[src/rtl/im_arb.sv]
// im_arb: instruction-memory arbiter between a fetch port and a boot loader.
//
// Single-port memory shared by two requesters. In BOOT only the loader is
// served; after the one-cycle l_boot_done_i pulse the block stays in RUN,
// where fetch has fixed priority unless the loader has waited STARVE_MAX
// consecutive cycles. Grants are combinational; read responses (data, valid,
// error) are registered and appear exactly one cycle after the grant.
//
// Ports:
//   clk_i, reset_ni                         clock, async active-low reset
//   f_req_i, f_addr_i                       fetch request, byte address
//   f_gnt_o, f_rvalid_o, f_rdata_o, f_err_o fetch grant / response
//   l_req_i, l_we_i, l_addr_i, l_wdata_i    loader request
//   l_boot_done_i                           loader finished (BOOT -> RUN)
//   l_gnt_o, l_rvalid_o, l_rdata_o, l_err_o loader grant / read response
//   m_addr_o, m_we_o, m_wdata_o, m_rdata_i  memory word port
//
// Optional feature: define IM_ARB_RANGE_CHK_EN to flag out-of-range or
// misaligned addresses (granted, write suppressed, data 0, err with rvalid).
// Without it the word index simply wraps modulo SIZE and err is always 0.
module im_arb #(
    parameter int          SIZE       = 4096,
    parameter logic [31:0] BASE       = 32'h0000_3000,
    parameter int          STARVE_MAX = 8
) (
    input  logic                    clk_i,
    input  logic                    reset_ni,
    input  logic                    f_req_i,
    input  logic [31:0]             f_addr_i,
    output logic                    f_gnt_o,
    output logic                    f_rvalid_o,
    output logic [31:0]             f_rdata_o,
    output logic                    f_err_o,
    input  logic                    l_req_i,
    input  logic                    l_we_i,
    input  logic [31:0]             l_addr_i,
    input  logic [31:0]             l_wdata_i,
    input  logic                    l_boot_done_i,
    output logic                    l_gnt_o,
    output logic                    l_rvalid_o,
    output logic [31:0]             l_rdata_o,
    output logic                    l_err_o,
    output logic [$clog2(SIZE)-1:0] m_addr_o,
    output logic                    m_we_o,
    output logic [31:0]             m_wdata_o,
    input  logic [31:0]             m_rdata_i
);
    localparam int          AW   = $clog2(SIZE);
    localparam int          SW   = $clog2(STARVE_MAX + 1);
    localparam logic [31:0] SPAN = 32'(4 * SIZE);
`ifdef IM_ARB_RANGE_CHK_EN
    localparam bit CHK = 1'b1;
`else
    localparam bit CHK = 1'b0;
`endif

    typedef enum logic {BOOT, RUN} state_t;

    state_t          state_q, state_d;
    logic [SW-1:0]   starve_q, starve_d;
    logic            f_rvalid_q, f_err_q, l_rvalid_q, l_err_q;
    logic [31:0]     f_rdata_q, l_rdata_q;
    logic [31:0]     f_off, l_off;
    logic            f_bad, l_bad, run, l_win, f_gnt, l_gnt, l_rd;

    always_comb begin
        f_off    = f_addr_i - BASE;
        l_off    = l_addr_i - BASE;
        // An address below BASE wraps to a huge offset, so one compare covers both ends.
        f_bad    = CHK && ((f_off >= SPAN) || (f_addr_i[1:0] != 2'b00));
        l_bad    = CHK && ((l_off >= SPAN) || (l_addr_i[1:0] != 2'b00));
        run      = (state_q == RUN);
        l_win    = (starve_q == SW'(STARVE_MAX));
        f_gnt    = run && f_req_i && !(l_win && l_req_i);
        l_gnt    = l_req_i && (!run || !f_req_i || l_win);
        // Bad-address writes still answer with an error response.
        l_rd     = l_gnt && (!l_we_i || l_bad);
        state_d  = (state_q == BOOT && l_boot_done_i) ? RUN : state_q;
        starve_d = l_gnt ? '0 :
                   (run && l_req_i && !l_win) ? starve_q + 1'b1 : starve_q;
        m_addr_o = f_gnt ? f_off[AW+1:2] : l_gnt ? l_off[AW+1:2] : '0;
    end

    always_ff @(posedge clk_i or negedge reset_ni) begin
        if (!reset_ni) begin
            state_q    <= BOOT;
            starve_q   <= '0;
            f_rvalid_q <= 1'b0;
            f_err_q    <= 1'b0;
            f_rdata_q  <= '0;
            l_rvalid_q <= 1'b0;
            l_err_q    <= 1'b0;
            l_rdata_q  <= '0;
        end else begin
            state_q    <= state_d;
            starve_q   <= starve_d;
            f_rvalid_q <= f_gnt;
            f_err_q    <= f_gnt && f_bad;
            l_rvalid_q <= l_rd;
            l_err_q    <= l_gnt && l_bad;
            if (f_gnt)
                f_rdata_q <= f_bad ? '0 : m_rdata_i;
            if (l_rd)
                l_rdata_q <= l_bad ? '0 : m_rdata_i;
        end
    end

    assign f_gnt_o    = f_gnt;
    assign l_gnt_o    = l_gnt;
    assign f_rvalid_o = f_rvalid_q;
    assign f_rdata_o  = f_rdata_q;
    assign f_err_o    = f_err_q;
    assign l_rvalid_o = l_rvalid_q;
    assign l_rdata_o  = l_rdata_q;
    assign l_err_o    = l_err_q;
    assign m_we_o     = l_gnt && l_we_i && !l_bad;
    assign m_wdata_o  = l_wdata_i;
endmodule

[config.mk]
export PLATFORM = sky130hd
export DESIGN_NAME = im_arb
export DESIGN_NICKNAME = d
export VERILOG_FILES = /design/src/rtl/im_arb.sv
export SDC_FILE = /design/constraint.sdc
export NUM_CORES = 1
export LEC_CHECK = 0
export ABC_AREA = 1
export CORE_ASPECT_RATIO = 0.9
export CORE_MARGIN = 3
export CORE_UTILIZATION = 37
export DETAILED_ROUTE_END_ITERATION = 10
export PLACE_DENSITY = 0.95
export SLEW_MARGIN = 20
export SYNTH_ARGS = -nofsm -noshare
export SYNTH_HDL_FRONTEND = slang
export SYNTH_SLANG_ARGS = --single-unit
[constraint.sdc]
create_clock -name clk_i -period 3 [get_ports clk_i]
set_input_delay 0.6 -clock clk_i [delete_from_list [all_inputs] [get_ports clk_i]]
set_output_delay 0.6 -clock clk_i [all_outputs]
set_load 0.02 [all_outputs]
==> results by stage <==
Run status:
- The run finished with clean final reports.

Global routing:
- The sum of overflow across all layers after global routing is 0.
- In the global route stage, overall resource usage came out at 18.4%.
- The fraction of met2 tracks used by global routing is 33.2%.
- The first global-routing pass estimated 14.5 mm of wire.
- Entering global routing, the biggest net connects 72 pins.
- Global routing used 7.91% of the available met3 tracks.
- The number of global-route vias before repair is 2888.
- The met1 track utilization from global routing is 19.6%.
- The global routing's busiest layer is met2.
- The number of antenna violations at the first check in global routing is 0.

Yosys:
- The synthesized design contains 0 enable-type register cells.
- The leading register cell type out of synthesis is dfrtp_1.
- The synthesized area per cell is 8.52 sq um.
- The most frequent cell after synthesis is nand2_1.
- During synthesis, Yosys emitted a total of 0 warnings.
- Counting every instance in the synthesized netlist gives 390.
- The netlist uses 23 different library cells.
- After synthesis, the largest area contributor takes up 53.5% of total cell area.
- After synthesis, flip-flops and latches occupy 53.5% of the total area.
- Synthesis inferred 71 register bits.
- By area the synthesized netlist is led by dfrtp_1, nand2_1, buf_4, nand3_1, nand3_2.
- Summing every instance area after synthesis gives 0.00332 sq mm.
- The post-synthesis async set-or-reset flop share is 100%.
- The biggest area consumer among synthesized cells is dfrtp_1.
- By count the netlist is led by nand2_1, dfrtp_1, buf_4, nand3_1, buf_2.

STA:
- Setup repair after global routing left no endpoint under its margin.
- The transition time at the pin with the least slew margin is 0.922 ns.
- The total negative slack for setup checks is 0 ns.
- The final-report hold violation count came to 0.
- The relative slew slack is 38.6%.
- The highest clock frequency the design can meet is 341 MHz.
- The minimum clock period after layout is 2.93 ns.
- The post-route clock period utilization is 97.7%.
- The final setup violation count is 0.
- The total count of max-transition violations in the final report came to 0.
- The clock skew after layout is 0.0127 ns.

Clock network:
- Post-CTS repair changed the size of 0 cells.
- The number of setup buffers added after CTS is 0.
- The clock root buffer master is clkbuf_8.
- The tree built by TritonCTS fans out to 71 sinks.
- TritonCTS built the clock tree.
- The maximum clock path buffer count is 2.
- The total clock buffers created by CTS is 9.
- The count of hold buffers inserted by post-cts repair is 0.
- The later-pin clock latency in the skew report is 0.35 ns.
- The post-CTS clock slew at the launch and capture registers of the worst setup and hold paths is 0.09 ns.
- The number of H-tree levels is 3.

Placement:
- The count of input and output buffers is 142.
- The post-detailed-placement half-perimeter wirelength is 6.67 mm.
- The total cell area at the placement stage is 0.00459 sq mm.
- Routability-driven placement finished with a final weighted congestion of 0.780.

Routing:
- The final wirelength is 9.22 mm.
- In the routed layout, each cell is associated on average with a via count of 4.61.
- In the routed design, unresolved DRC markers number 0.
- The detailed router placed 2883 vias in this run.
- Before antenna repair, the detailed router went through 4 iterations.
- After detailed routing, the average wire length per cell comes to 14.7 um.
- The detail route stage leaves a number of antenna-violating nets equal to 0.
- The number of DRC markers in iteration 0 is 135.

Worst setup path:
- The reg-to-reg critical path startpoint is starve_q[0]$_DFFE_PN0P_.
- For the worst flop-to-flop path, the logic depth is 11.
- The worst register-to-register path has a setup slack of 1.01 ns.
- Along the worst path, the maximum fanout reaches 16.
- The worst path arrival time is 2.33 ns.
- The worst setup path category is input pin to output port.
- STA classifies the critical path endpoint as an output port.
- The type of origin of the critical path is an input pin.
- The worst flop-to-flop path endpoint is l_rdata_o[29]$_DFFE_PN0P_.
- The endpoint required time on the critical path is 2.40 ns.

Die:
- The core box area is 0.00865 sq mm.
- The floorplan step defined a die boundary enclosing 0.0102 sq mm.
- Once the floorplan was initialized, standard cells occupied 38.4% of the core.
- In this run the vertical extent of the chip is 95.9 um.
- The boundary pin count is 249.
- The die is 106 um wide.
- The number of core rows is 32.

Layout:
- The antenna diode instance count is 0.
- Registers take 0.00178 sq mm.
- The finished cells cover 0.00482 sq mm.
- The share of cells above drive strength 1 is 8.68%.
- The multi-input combinational cells in the finished layout cover a total of 0.00113 sq mm.
- Relative to the synthesized area, the layout overhead comes to 45.2%.
- The utilization after layout is 55.8%.
- The layout net count is 639.
- The count of filler cells inserted in the layout is 785.

Power and ir drop:
- The leakage power total is 0.00242 uW.
- The part of the power in registers is 41.6%.
- For this design the ratio of total power to cell area is 572 mW/mm^2.
- The total power after layout is 2760 uW.
- The clock network power share is 30.8%.
- The analysis attributes to net switching a power of 850 uW.
- Across the VDD grid, the largest voltage drop is 0.299 mV.
- Cell internal power was estimated by the tool at 1910 uW.
- The fraction of power spent switching nets is 30.8%.
- The part of the total power dissipated in combinational logic is 27.5%.

Flow run:
- Max-cap violations in this run came to 0.

Hold path:
- The worst hold-check path type is input pin to asynchronous set/reset pin.
critical path: stages:
cell             delay [ns]
clkdlybuf4s50_1        0.51
buf_4                  0.15
nand2_1                0.10
nand2_4                0.20
nand2_1                0.09
nand2_1                0.07
clkdlybuf4s50_1        0.60
layout make-up:
cell class              count  area share [%]
clock buffers               9            2.57
clock inverters             6            1.95
inverters                  10           0.830
multi-input cells         258            23.4
flip-flops and latches     71            36.8
well taps                 119            3.09
repair buffers            153            31.3
flip-flops by register name (all words and copies together) (netlist names):
name / cells
f_rdata_o: 32
l_rdata_o: 32
starve_q: 4
f_rvalid_o: 1
l_rvalid_o: 1
run: 1
cells by family (layout without fill, tap and decap cells):
logic type	after synthesis	count (layout)	share of synthesized area [%]
compound gates	4	4	0.602
buf+inv	62	178	12.7
xor+xnor	3	3	0.791
flops	71	71	53.5
simple gates	247	247	31.6
other cells	1	2	0.113
fa+ha+maj	2	2	0.753
how the worst max path moves through the flow:
stage,from,to,depth (start not counted)
floorplan,starve_q[0]$_DFFE_PN0P_,m_addr_o[1],10
global placement,l_req_i,m_addr_o[8],9
detailed placement,f_req_i,m_addr_o[8],8
CTS,l_req_i,m_addr_o[8],9
global route,l_req_i,m_addr_o[8],7
finish,l_req_i,m_addr_o[0],7
layer usage:
metal  routed length [um]  vias to the layer above  part of all wire [%]
met5                    0                        -                     0
met4                  104                        0                   1.1
met3                  773                       18                   8.4
met2                 4860                      112                    53
met1                 3480                     1370                    38
li1                     -                     1383                     -
layout by cell type, fill, tap and decap left out, types with 3 or more instances in the layout:
cell             instances
nand2_1                204
nand3_2                 10
nand2_4                  3
clkbuf_8                 9
buf_4                   12
inv_1                    7
dfrtp_1                 71
nand3_1                 22
o21ai_0                  3
dlymetal6s2s_1           4
clkdlybuf4s50_1        137
nor2_1                   4
power by group through the flow:
| stage | clock network (uW) | registers (uW) | logic, uW |
|---|---|---|---|
| floorplan | 0 | 1310 | 257 |
| global placement | 0 | 1160 | 748 |
| detailed placement | 0 | 1170 | 768 |
| CTS | 876 | 1150 | 771 |
| global route | 927 | 1160 | 818 |
| finish | 851 | 1150 | 760 |
through the flow:
stage | setup slack (ns) | hold slack [ns] | cells
after floorplan | 0.984 | 0.304 | 391
after global placement | 0.0466 | 0.451 | 611
after detailed placement | 0.0137 | 0.457 | 611
after CTS | 0.00449 | 0.392 | 626
after global routing | 0.000186 | 0.412 | 626
final | 0.0681 | 0.358 | 626
Power figures use the tool's default switching activity.
